$ cat src/rtl/jk_cmd_sequencer.sv
// Command sequencer for the master-slave JK flip-flop: a FIFO of {op, rep}
// commands replayed on registered j/k, plus a shadow of the downstream q.
module jk_cmd_sequencer #(
  parameter int DEPTH = 4,
  parameter int CNT_W = 4
) (
  input  logic                     clk,
  input  logic                     rst_n,
  input  logic                     cmd_valid,
  output logic                     cmd_ready,
  input  logic [1:0]               cmd_op,
  input  logic [CNT_W-1:0]         cmd_rep,
  output logic                     j,
  output logic                     k,
  output logic                     busy,
  output logic                     q_exp,
  output logic [$clog2(DEPTH):0]   fifo_count
);

  localparam int AW = $clog2(DEPTH);
  localparam int EW = 2 + CNT_W;
  localparam logic [AW:0] FULL_CNT = (AW+1)'(DEPTH);

  typedef enum logic {S_IDLE, S_ISSUE} state_t;

  logic [EW-1:0]    r_mem [DEPTH];
  logic [AW-1:0]    r_wr_ptr;
  logic [AW-1:0]    r_rd_ptr;
  logic [AW:0]      r_count;
  state_t           r_state;
  logic [CNT_W-1:0] r_rem;
  logic             r_j;
  logic             r_k;
  logic             r_q;

  logic             w_push;
  logic             w_pop;
  logic [EW-1:0]    w_head;

  // Ready comes only from the registered count, so a full FIFO never refills
  // on the same edge it pops.
  assign cmd_ready = (r_count < FULL_CNT) && rst_n;
  assign w_push    = cmd_valid && cmd_ready;
  assign w_pop     = (r_count != '0) && ((r_state == S_IDLE) || (r_rem == '0));
  assign w_head    = r_mem[r_rd_ptr];

  // NOTE: the storage array has no reset; entries are only read after being
  // written, and leaving it out of reset lets it map onto plain RAM/flops.
  always_ff @(posedge clk) begin
    if (w_push) r_mem[r_wr_ptr] <= {cmd_op, cmd_rep};
  end

  // NOTE: every register here uses non-blocking assignment so all of them
  // see pre-edge values, e.g. q_exp follows the j/k driven before this edge.
  always_ff @(posedge clk or negedge rst_n) begin
    if (!rst_n) begin
      r_wr_ptr <= '0;
      r_rd_ptr <= '0;
      r_count  <= '0;
      r_state  <= S_IDLE;
      r_rem    <= '0;
      r_j      <= 1'b0;
      r_k      <= 1'b0;
      r_q      <= 1'b0;
    end else begin
      if (w_push) r_wr_ptr <= r_wr_ptr + 1'b1;
      if (w_pop)  r_rd_ptr <= r_rd_ptr + 1'b1;

      case ({w_push, w_pop})
        2'b10:   r_count <= r_count + 1'b1;
        2'b01:   r_count <= r_count - 1'b1;
        default: r_count <= r_count;
      endcase

      case ({r_j, r_k})
        2'b01:   r_q <= 1'b0;
        2'b10:   r_q <= 1'b1;
        2'b11:   r_q <= ~r_q;
        default: r_q <= r_q;
      endcase

      if (w_pop) begin
        {r_j, r_k} <= w_head[EW-1 -: 2];
        r_rem      <= w_head[CNT_W-1:0];
        r_state    <= S_ISSUE;
      end else if ((r_state == S_ISSUE) && (r_rem != '0)) begin
        r_rem <= r_rem - 1'b1;
      end else begin
        r_state <= S_IDLE;
        r_j     <= 1'b0;
        r_k     <= 1'b0;
      end
    end
  end

  assign j          = r_j;
  assign k          = r_k;
  assign q_exp      = r_q;
  assign fifo_count = r_count;
  assign busy       = (r_state == S_ISSUE) || (r_count != '0);

endmodule

$ cat config.mk
export PLATFORM = sky130hd
export DESIGN_NAME = jk_cmd_sequencer
export DESIGN_NICKNAME = d
export VERILOG_FILES = /design/src/rtl/jk_cmd_sequencer.sv
export SDC_FILE = /design/constraint.sdc
export NUM_CORES = 1
export LEC_CHECK = 0
export BUFFER_PORTS_ARGS = -buffer_cell sky130_fd_sc_hd__buf_2
export CAP_MARGIN = 20
export CORE_UTILIZATION = 45
export DETAILED_ROUTE_END_ITERATION = 16
export GPL_ROUTABILITY_DRIVEN = 0
export PLACE_DENSITY = 0.62
export SLEW_MARGIN = 20
export SYNTH_ARGS = -nofsm -noshare
export SYNTH_HDL_FRONTEND = slang
export SYNTH_SLANG_ARGS = --single-unit
$ cat constraint.sdc
create_clock -name clk -period 4.9 [get_ports clk]
set_input_delay 0.735 -clock clk [delete_from_list [all_inputs] [get_ports clk]]
set_output_delay 0.735 -clock clk [all_outputs]
set_load 0.005 [all_outputs]
[Word level (Yosys, flattened, before mapping)]
Memories as Yosys holds them, arrays and structs flattened.
Index checks and enable logic that the tools add are counted.
Cells by class
  muxes and demuxes: 10
  reductions and logical operators: 12
  $add $sub $neg: 5
  magnitude comparators: 1
  bitwise operators: 2
  equality and inequality tests: 6
Operator list (count)
  4-bit 2-to-1 mux: 2
  2-bit equality test (second input constant): 3
  1-bit 2-to-1 mux: 6
  3-bit case mux with 2 select lines: 1
  3-bit nonzero test: 2
  2-bit by 1-bit adder with 2-bit output (second input constant): 2
  2-bit by 1-bit equality test with 1-bit output (second input constant): 2
  1-bit logical AND: 4
  4-bit logical NOT: 1
  2-bit nonzero test: 2
  4-bit nonzero test: 1
  4-bit by 1-bit subtractor with 4-bit output (second input constant): 1
  3-bit by 1-bit adder with 3-bit output (second input constant): 1
  3-bit less-than comparator (second input constant): 1
  1-bit case mux with 3 select lines: 1
  3-bit by 1-bit subtractor with 3-bit output (second input constant): 1
  1-bit logical OR: 2
  2-bit inequality test (second input constant): 1
  1-bit NOT: 2
Word-level totals
  bits in registers: 15
  output and inout port bits: 8
  RAM bits: 24
  memories: 1
  logic and storage cells: 45
  input port bits: 9
Memories
  r_mem: words 4, bits a word 6, rd ports 1, clocked after Yosys merged registers in 0, write ports 1, line 26  | logic [EW-1:0] r_mem [DEPTH];

[Depth between registers and ports, before layout]
Gate-level depths: netlist (run 1).
  depth in word-level cells: 5
  gate-level depth with buffers: 9
  depth with buffers taken out: 9

[Worst setup path after synthesis (run 1)]
No wires, ideal clock.
  kind: input-to-reg
  start point: input rst_n
  end point: register r_count[2] (netlist: fifo_count[2])
  path slack: 2.610 ns
  path buffers: 0
  arrival time: 2.164 ns
  required time: 4.774 ns
  setup time: 0.126 ns
  cell stages on the path: 8
  cell sequence: nor2b_1 -> and2_1 -> inv_1 -> ha_1 -> fa_1 -> xnor2_1 -> nor2_1 -> xor2_1
On the way
  word-level cells in the longest chain between the ends: 4
  elaborated cells between the ends (all ways): 6
  classes of those cells: 2 x eq/ne; 1 x mux; 3 x reduce/logical
RTL lines
  from (decl): line 8  | input logic rst_n,
  1-bit logical AND *: line 42  | assign cmd_ready = (r_count < FULL_CNT) && rst_n;
  1-bit logical AND *: line 43  | assign w_push = cmd_valid && cmd_ready;
  2-bit by 1-bit equality test with 1-bit output / 2-bit equality test (equally long branches): line 69  | case ({w_push, w_pop})
  3-bit case mux with 2 select lines / 2-bit nonzero test (equally long branches)
  to (signal assigned): line 70  | 2'b10: r_count <= r_count + 1'b1;
  to (signal assigned): line 71  | 2'b01: r_count <= r_count - 1'b1;
  to (signal assigned): line 72  | default: r_count <= r_count;
  to (decl): line 29  | logic [AW:0] r_count;
Mark *: on every way between the ends. The rest lies on a longest branch, timed or not.
A chain may end at the register's enable or synchronous reset.

[Worst setup path in the final report (run 1)]
Same ends and word-level chain as after synthesis.

==> results of run 1 <==
==> per-layer routing <==
metal / GRT usage [%] / vias up
li1: - / 442
met1: 19.5 / 458
met2: 23.3 / 17
met3: 4.82 / 2
met4: 5.40 / 0
met5: 0 / -
==> cell families (layout without fill, tap and decap cells) <==
kind of cell / count (synthesis) / in the layout / share of synthesized area [%]
flops: 39 / 39 / 63.8
simple gates: 17 / 17 / 5.90
compound gates: 16 / 16 / 7.64
buf+inv: 11 / 31 / 2.91
mux: 10 / 10 / 11.2
fa+ha+maj: 7 / 7 / 5.53
xor+xnor: 6 / 6 / 3.06
==> worst max-delay path, cell delays in order <==
cell and delay [ns]:
buf_2 0.29, nor2b_1 0.33, and2_1 0.25, inv_1 0.06, ha_1 0.24, fa_1 0.40, xnor2_1 0.16, nor2_1 0.06
xor2_1 0.14
==> state kept, by name, indices dropped and copies added (netlist names) <==
signal	cells
j	1
r_wr_ptr	2
fifo_count	3
k	1
q_exp	1
r_rd_ptr	2
r_state	1
r_mem	24
r_rem	4
==> final timing paths <==
kind / endpoint / cells after the start / slack, ns / startpoint
max: fifo_count[2]$_DFFE_PN0P_ / 9 / 2.40 / rst_n
min: fifo_count[0]$_DFFE_PN0P_ / 1 / 0.34 / rst_n
max reg2reg: fifo_count[1]$_DFFE_PN0P_ / 7 / 2.49 / r_rem[0]$_DFFE_PN0P_
min reg2reg: q_exp$_DFFE_PN0P_ / 1 / 0.47 / q_exp$_DFFE_PN0P_
max in group asynchronous: r_rem[2]$_DFFE_PN0P_ / 1 / 4.30 / rst_n
min in group clk: q_exp$_DFFE_PN0P_ / 1 / 0.47 / q_exp$_DFFE_PN0P_
==> Yosys cell counts (2+ instances only) <==
master / count
xor2_1: 2
o21ai_0: 2
inv_1: 7
xnor2_1: 4
o211ai_1: 2
a22oi_1: 3
mux4_1: 4
a22o_1: 2
nor2_1: 2
mux2i_1: 2
nand2_1: 2
mux2_2: 2
and3_1: 4
dfrtp_1: 15
nor3_1: 2
clkbuf_1: 2
mux4_2: 2
edfxtp_1: 24
ha_1: 6
==> final cells by class <==
type | instances | area [um2] | area share (%)
Tap cell | 48 | 60.1 | 3.08
Multi-Input combinational cell | 56 | 573 | 29.4
Inverter | 7 | 26.3 | 1.35
Timing Repair Buffer | 16 | 80.1 | 4.11
Clock buffer | 5 | 68.8 | 3.53
Sequential cell | 39 | 1100 | 56.3
Clock inverter | 3 | 42.5 | 2.19
==> power by group through the flow <==
stage               clock, mW  sequential, mW  combinational [mW]
floorplan                   0           0.486               0.274
global placement            0           0.520               0.314
detailed placement          0           0.527               0.330
CTS                     0.262           0.521               0.333
global route            0.273           0.533               0.370
finish                  0.256           0.517               0.327
==> per-stage QoR <==
| stage | power (mW) | hold slack [ns] | cells |
|---|---|---|---|
| finish | 1.10 | 0.344 | 174 |
| global route | 1.18 | 0.363 | 174 |
| CTS | 1.12 | 0.347 | 174 |
| detailed placement | 0.857 | 0.466 | 166 |
| global placement | 0.834 | 0.455 | 166 |
| floorplan | 0.761 | 0.439 | 106 |
==> out/results.txt, run 1 <==
Required time of the critical path: 5.06 ns
CP Class: primary input to register
Setup Buffers After CTS: 0
DRT Pass-1 Iters: 4
Fin Clk Skew: 0.00883 ns
Top post-synthesis cells by area: edfxtp_1 42%, dfrtp_1 22%, mux4_1 6.1%
Power per Cell Area: 565 nW/um2
Fin crit share: 51.1%
Pre-CTS setup slack: 2.11 ns
Die Ht: 63.8 um
FILL cells: 301
Wire length on met2: 1310 um
Largest area contributor in the netlist: edfxtp_1
Vias in the first global route: 940
Reg power frac: 47.0%
Clock Tree Buf Depth: 2
Synthesized area: 1720 um2
# hold bufs at CTS: 0
Worst setup SP type: primary input
Most frequent cells in the layout: 24 x edfxtp_1, 16 x buf_2, 15 x dfrtp_1
Worst-skew pair later-pin latency: 0.28 ns
# DRC: 0
Root Driver: clkbuf_8
Antenna-violating nets left: 0
Port Buffer Count: 16
Final instance area: 1950 um2
Initial antenna violation count: 0
Worst EP arrival: 2.67 ns
Outcome: complete, no violations
Row Count: 22
Sw frac: 31.0%
CTS tree: yes
Mapped Nets: 122
Wire length per cell: 15.3 um
Share of layout cells above drive strength 1: 23.0%
Via count: 919
Net count, final: 141
Worst-Margin Slew: 0.690 ns
Die W: 63.8 um
Core Region: 3660 um2
Combinational power share: 29.7%
GR Util All Layers: 14.9%
Mapped Cells: 106
Overflow after GRT: 0
Post-route core utilization: 53.2%
Max-slew violation count: 0
Routed met3 length: 93 um
Internal cell power: 0.759 mW
LEAKAGE: 0.789 nW
Worst-path clk slew: 0.07 ns
# H-tree levels: 2
Fin Setup TNS: 0 ns
Initial cell density of the core: 47.0%
Avg Cell Area, Syn: 16.2 um2
Global-route wire length before repair: 4400 um
VDD IR max: 0.000223 V
Final Hold Vio Count: 0
Most common cell after layout, fill and taps aside: edfxtp_1
Die Area: 4070 um2
Sw power: 0.341 mW
Syn. warnings: 0
Max-Cap Viols: 0
Crit path max fanout: 16
Final setup violation count: 0
Commonest register cell after synthesis: edfxtp_1
Worst hold-check path type: primary input to async pin
Rel. slew slack: 53.7%
Seq cells post-synth: 39
CTS Sinks: 39
Vias per cell: 5.28
Setup crit end kind: register
Fmax: 400 MHz
PostCTS Resize Cnt: 0
Final WS setup: 2.40 ns
IO Pins: 17
Share of the synthesized area in the top cell type: 41.9%
Unique masters post-synth: 36
Met1 wire length: 1250 um
Placed Instance Area: 1840 um2
Minimum clock period: 2.50 ns
Largest net degree at the start of global routing: 17
Sequential cell area fraction in the yosys report: 63.8%
Diode count: 0
Initial DRC count: 63
CTS buffer count: 5
Final WL: 2670 um
Area Growth Syn to Fin: 13.2%
Clock share of power: 23.3%
Ys async rst share: 38.5%
Uppermost layer routed: met4
RSZ-0062 raised after global routing: no
Post-synth EDFFs: 24
HPWL Detailed: 1970 um
(Power assumes the default switching activity.)
==> run 2: changes to the inputs <==
ABC_AREA = 1   (was not set)
clock period = 2.5 ns   (was 4.9 ns; I/O delays follow)
==> run 2 against run 1 <==
Hold slack lost 0.31 ns. Final area grew 6.7%. Routed wire length grew 6.5%. First-iteration DRC count grew 46%. Die area grew 5.9%. Synthesized cell count grew 72%. Sequential power grew 93%. Non-clock buffer count grew 1. Register-to-register slack lost 2.1 ns. Flip-flop and latch count is the same.
==> out/results.txt, run 2 <==
Die W: 65.7 um (was 63.8 um)
Die Area: 4310 um2 (was 4070 um2)
Fin Clk Skew: 0.00419 ns (was 0.00883 ns)
Commonest register cell after synthesis: edfxtp_1 (unchanged)
Final WL: 2840 um (was 2670 um)
Most frequent cells in the layout: 48 x nand2_1, 35 x inv_1, 24 x edfxtp_1 (was 24 x edfxtp_1, 16 x buf_2, 15 x dfrtp_1)
Fin Setup TNS: 0 ns (unchanged)
Ys async rst share: 38.5% (unchanged)
Placed insts: 244 (was 166)
Fin crit share: 84.9%
CP Class: register to register (was primary input to register)
GR Util All Layers: 16.5% (was 14.9%)
Initial antenna violation count: 0 (unchanged)
Port Buffer Count: 16 (unchanged)
Die Ht: 65.7 um (was 63.8 um)
Share of layout cells above drive strength 1: 15.2% (was 23.0%)
Row Count: 22 (unchanged)
Number of flip-flops under the largest register name: 24 (unchanged)
CP max stage delay: 0.45 ns (was 0.40 ns)
Antenna-violating nets left: 0 (unchanged)
Mapped Cells: 182 (was 106)
Initial cell density of the core: 48.4% (was 47.0%)
Share of the synthesized area in the top cell type: 39.5% (was 41.9%)
Synthesized area: 1820 um2 (was 1720 um2)
Worst-Margin Slew: 0.608 ns (was 0.690 ns)
Setup crit end kind: register (unchanged)
Diode count: 0 (unchanged)
HPWL Detailed: 2170 um (was 1970 um)
Sequential cell area fraction in the yosys report: 60.1% (was 63.8%)
Critical path's slowest cell: dfrtp_1 (was fa_1)
LEAKAGE: 0.969 nW (was 0.789 nW)
Worst-skew pair later-pin latency: 0.28 ns (about the same)
Global-route wire length before repair: 5040 um (was 4400 um)
Setup Buffers After CTS: 0 (unchanged)
Net count, final: 219 (was 141)
VDD IR max: 0.000590 V (was 0.000223 V)
Required time of the critical path: 2.66 ns (was 5.06 ns)
Worst-path clk slew: 0.07 ns (about the same)
Minimum clock period: 2.12 ns
Max-slew violation count: 0 (unchanged)
Mapped Nets: 198 (was 122)
Root Driver: clkbuf_8 (unchanged)
Final setup violation count: 0 (unchanged)
Power per Cell Area: 1130 nW/um2 (was 565 nW/um2)
Via count: 1182 (was 919)
CP startpoint: fifo_count[0]$_DFFE_PN0P_ (was rst_n)
Crit path max fanout: 7 (was 16)
Unique masters post-synth: 23 (was 36)
# DRC: 0 (unchanged)
Post-synth EDFFs: 24 (unchanged)
Wire length per cell: 11.3 um (was 15.3 um)
CTS tree: yes (unchanged)
Vias in the first global route: 1169 (was 940)
Pre-CTS setup slack: 0.407 ns (was 2.11 ns)
Vias per cell: 4.69 (was 5.28)
DRT Pass-1 Iters: 4 (unchanged)
Post-route insts no fill: 252 (was 174)
Hold Slack: 0.0310 ns (was 0.344 ns)
Final Hold Vio Count: 0 (unchanged)
Fmax: 471 MHz
Syn. warnings: 0 (unchanged)
Overflow after GRT: 0 (unchanged)
Avg Cell Area, Syn: 10.0 um2 (was 16.2 um2)
Clock Tree Buf Depth: 2 (unchanged)
Most numerous cell in the Yosys netlist: nand2_1 (was edfxtp_1)
CTS Sinks: 39 (unchanged)
Seq cells post-synth: 39 (unchanged)
# hold bufs at CTS: 0 (unchanged)
# H-tree levels: 2 (unchanged)
Post-route core utilization: 55.1% (was 53.2%)
Top post-synthesis cells by count: 48 x nand2_1, 35 x inv_1, 24 x edfxtp_1, 18 x nand3_1, 15 x dfrtp_1 (was 24 x edfxtp_1, 15 x dfrtp_1, 7 x inv_1, 6 x ha_1)
PostCTS Resize Cnt: 0 (unchanged)
Max-Cap Viols: 0 (unchanged)
RSZ-0062 raised after global routing: no (unchanged)
Worst hold-check path type: primary input to async pin (unchanged)
IO Pins: 17 (unchanged)
Worst setup SP type: register (was primary input)
CTS buffer count: 5 (unchanged)
Worst R2R Start: fifo_count[0]$_DFFE_PN0P_ (was r_rem[0]$_DFFE_PN0P_)
Core Region: 3770 um2 (was 3660 um2)
Biggest register: r_mem (unchanged)
Largest area contributor in the netlist: edfxtp_1 (unchanged)
Most common cell after layout, fill and taps aside: nand2_1 (was edfxtp_1)
Initial DRC count: 92 (was 63)
Final WS setup: 0.377 ns (was 2.40 ns)
Largest net degree at the start of global routing: 18 (was 17)
Outcome: complete, no violations (unchanged)
Worst EP arrival: 2.28 ns (was 2.67 ns)
Rel. slew slack: 59.3% (was 53.7%)
Area Growth Syn to Fin: 13.9% (was 13.2%)
Critical path, cell by cell: inv_1 > nand2_1 > nor2_2 > a21oi_4 > ha_1 > fa_1 > a21oi_1 > o21ai_0 > xor2_1 (was buf_2 > nor2b_1 > and2_1 > inv_1 > ha_1 > fa_1 > xnor2_1 > nor2_1 > xor2_1)
Top post-synthesis cells by area: edfxtp_1 40%, dfrtp_1 21%, nand2_1 9.9% (was edfxtp_1 42%, dfrtp_1 22%, mux4_1 6.1%)
[run 2: layout make-up]
class	count	area [um2]
clock buffers	5	68.8
clock inverters	3	67.6
fillers	329	1690
inverters	37	144
multi-input cells	103	553
flip-flops and latches	39	1100
well taps	48	60.1
repair buffers	17	87.6
[run 2: per-layer routing]
layer  global-route usage [%]  share of wire (%)
met1                     20.6                 47
met2                     25.9                 48
met3                     5.73                3.7
met4                     6.52                1.2
met5                        0                  0
[run 2: stage by stage]
step	cell area, um2	power, mW
finish	2080	2.35
global route	2080	2.55
CTS	2080	2.38
detailed placement	1940	1.77
global placement	1940	1.73
floorplan	1820	1.59
[run 2: final timing paths]
check	slack, ns	end	depth (start not counted)
min	0.03	q_exp$_DFFE_PN0P_	2
max reg2reg	0.38	fifo_count[2]$_DFFE_PN0P_	9
max in group asynchronous	2.29	r_rem[1]$_DFFE_PN0P_	2
max	0.38	fifo_count[2]$_DFFE_PN0P_	9
min in group clk	0.30	r_mem[3][0]$_DFFE_PP_	1
min reg2reg	0.47	q_exp$_DFFE_PN0P_	1
[run 2: critical path, delay by kind of cell (launching register included)]
family | cells | cell delay [ns]
buffers and inverters | 1 | 0.08
flip-flops | 1 | 0.45
adder cells (fa/ha/maj) | 2 | 0.64
AND/OR/NAND/NOR | 2 | 0.30
XOR/XNOR | 1 | 0.17
AO/OA/AOI/OAI | 3 | 0.36
[run 2: kinds of logic after synthesis]
logic type	share of synthesized area (%)
AO/OA/AOI/OAI	4.18
XOR/XNOR	2.40
adder cells (fa/ha/maj)	5.21
buffers and inverters	9.60
flip-flops	60.1
multiplexers	0.617
AND/OR/NAND/NOR	17.9
[run 2: power by group]
group	switching, mW	total, mW	internal, mW
clock	0.203	0.601	0.398
sequential	0.154	0.996	0.841
combinational	0.443	0.756	0.312
==> run 3: changes to the inputs <==
PLACE_DENSITY = 0.65   (was 0.62)
clock period = 1.9 ns   (was 2.5 ns; I/O delays follow)
==> run 3 against run 2 <==
Hold slack better by 0.18 ns. Maximum frequency rose by 17%. Non-clock buffer count rose by 11. Worst setup slack worse by 0.30 ns. Cell count rose by 4.4%.
==> out/results.txt, run 3 (synthesis gave the netlist of run 2 again) <==
Diode count: 0 (unchanged)
Area Growth Syn to Fin: 17.6% (was 13.9%)
VDD IR max: 0.000641 V (was 0.000590 V)
Share of layout cells above drive strength 1: 21.4% (was 15.2%)
Required time of the critical path: 2.07 ns (was 2.66 ns)
Fmax: 549 MHz (was 471 MHz)
Max-slew violation count: 0 (unchanged)
Crit path max fanout: 3 (was 7)
Row Count: 22 (unchanged)
Initial DRC count: 68 (was 92)
Final WL: 3380 um (was 2840 um)
Final WS setup: 0.0785 ns (was 0.377 ns)
Wire length per cell: 12.8 um (was 11.3 um)
Worst-Margin Slew: 0.419 ns (was 0.608 ns)
Reg2reg end: fifo_count[1]$_DFFE_PN0P_ (was fifo_count[2]$_DFFE_PN0P_)
CTS Sinks: 39 (unchanged)
Minimum clock period: 1.82 ns (was 2.12 ns)
Final Hold Vio Count: 0 (unchanged)
Most common cell after layout, fill and taps aside: nand2_1 (unchanged)
CTS buffer count: 5 (unchanged)
CTS tree: yes (unchanged)
Worst R2R Start: r_rem[1]$_DFFE_PN0P_ (was fifo_count[0]$_DFFE_PN0P_)
Worst-skew pair later-pin latency: 0.29 ns (was 0.28 ns)
Max-Cap Viols: 0 (unchanged)
Global-route wire length before repair: 5560 um (was 5040 um)
Vias in the first global route: 1232 (was 1169)
Die Area: 4310 um2 (unchanged)
# DRC: 0 (unchanged)
Worst EP arrival: 1.99 ns (was 2.28 ns)
Worst Hold Depth: 1
Port Buffer Count: 16 (unchanged)
Reg2Reg Setup Slack: 0.08 ns (was 0.38 ns)
Root Driver: clkbuf_8 (unchanged)
# H-tree levels: 2 (unchanged)
Biggest register: r_mem (unchanged)
FILL cells: 326 (was 329)
Clock Tree Buf Depth: 2 (unchanged)
Fin crit share: 95.9% (was 84.9%)
Placed Instance Area: 2020 um2 (was 1940 um2)
Met2 usage: 28.7% (was 25.9%)
Initial antenna violation count: 0 (unchanged)
Rel. slew slack: 72.1% (was 59.3%)
GRT Max-Usage Layer: met2 (unchanged)
Number of flip-flops under the largest register name: 24 (unchanged)
Met3 Use GR: 5.73% (unchanged)
Worst setup SP type: register (unchanged)
Fin Clk Skew: 0.00662 ns (was 0.00419 ns)
DRT Pass-1 Iters: 4 (unchanged)
Vias per cell: 4.72 (was 4.69)
HPWL Detailed: 2400 um (was 2170 um)
Outcome: complete, no violations (unchanged)
Die W: 65.7 um (unchanged)
CP Class: register to register (unchanged)
Hold Path Sink: r_mem[0][4]$_DFFE_PP_
LEAKAGE: 0.999 nW (was 0.969 nW)
Worst Reg2Reg Path Length in Cells: 7 (was 9)
Final setup violation count: 0 (unchanged)
Met1 Use GR: 22.5% (was 20.6%)
Initial cell density of the core: 48.4% (unchanged)
Antenna-violating nets left: 0 (unchanged)
GR Util All Layers: 17.9% (was 16.5%)
Final instance area: 2140 um2 (was 2080 um2)
IO Pins: 17 (unchanged)
Power per Cell Area: 1400 nW/um2 (was 1130 nW/um2)
Via count: 1242 (was 1182)
Die Ht: 65.7 um (unchanged)
Pre-CTS setup slack: 0.00851 ns (was 0.407 ns)
Core Region: 3770 um2 (unchanged)
Setup crit end kind: register (unchanged)
HP Start: cmd_op[0]
Net count, final: 230 (was 219)
Largest net degree at the start of global routing: 18 (unchanged)
Most frequent cells in the layout: 47 x nand2_1, 33 x inv_1, 24 x edfxtp_1 (was 48 x nand2_1, 35 x inv_1, 24 x edfxtp_1)
Overflow after GRT: 0 (unchanged)
Worst-path clk slew: 0.08 ns (was 0.07 ns)
Worst hold-check path type: primary input to register (was primary input to async pin)
[run 3: changes by cell type in the layout (fill, tap and decap cells not counted), moves of 2 or more]
cell / before / now
buf_4: 1 / 11
bufinv_16: 2 / 0
ha_1: 6 / 4
ha_4: 0 / 2
inv_1: 35 / 33
inv_2: 1 / 3
[run 3: timing repair]
item / CTS / global route
setup endpoints to repair: 0 / 2
gates resized for setup: 0 / 6
endpoints found under the hold margin: 15 / 0
buffers inserted: 0 / 1
hold buffers: 1 / 0
[run 3: per-stage QoR]
step,power [mW],hold slack (ns),TNS [ns],util [%],instances
floorplan,2.12,-0.0106,0,-,182
global placement,2.37,0.264,0,53.6,253
detailed placement,2.43,0.267,0,53.6,253
CTS,2.98,0.196,0,56.3,262
global route,3.30,0.192,-0.00119,56.9,263
finish,3.01,0.209,0,56.9,263
[run 3: worst max-delay path by stage]
stage	slack [ns]	endpoint	depth (start not counted)	start
final	0.08	fifo_count[1]$_DFFE_PN0P_	7	r_rem[1]$_DFFE_PN0P_
after global routing	-0.001	fifo_count[1]$_DFFE_PN0P_	7	r_rem[0]$_DFFE_PN0P_
after CTS	0.003	fifo_count[2]$_DFFE_PN0P_	9	r_rem[1]$_DFFE_PN0P_
after detailed placement	0.009	fifo_count[2]$_DFFE_PN0P_	9	r_rem[1]$_DFFE_PN0P_
after global placement	0.06	fifo_count[2]$_DFFE_PN0P_	9	r_rem[0]$_DFFE_PN0P_
after floorplan	0.004	fifo_count[1]$_DFFE_PN0P_	7	r_rem[0]$_DFFE_PN0P_
[run 3: area by class of cell]
class / instances / area, um2 / share of cell area, %
clock buffers: 5 / 68.8 / 3.21
clock inverters: 3 / 20.0 / 0.933
inverters: 37 / 144 / 6.71
multi-input cells: 103 / 583 / 27.2
flip-flops and latches: 39 / 1100 / 51.1
well taps: 48 / 60.1 / 2.80
repair buffers: 28 / 173 / 8.05
[run 3: critical path: stages (launching register included)]
cell and delay, ns:
dfrtp_1 0.41, inv_2 0.08, ha_4 0.14, nand2_2 0.08, a21oi_4 0.16, ha_4 0.16
fa_2 0.42, mux2_2 0.26
[run 3: where the power goes]
group	leakage (nW)	switching [mW]	internal, mW
Sequential	0.390	0.191	1.11
Combinational	0.567	0.648	0.519
Clock	0.0418	0.287	0.256
Total	0.999	1.13	1.88
[run 3: per-layer routing]
metal / vias to the layer above / routed length [um] / part of all wire, %
met2: 16 / 1650 / 49
met1: 589 / 1600 / 47
met4: 0 / 17 / 0.50
met5: - / 0 / 0
li1: 635 / - / -
met3: 2 / 113 / 3.3
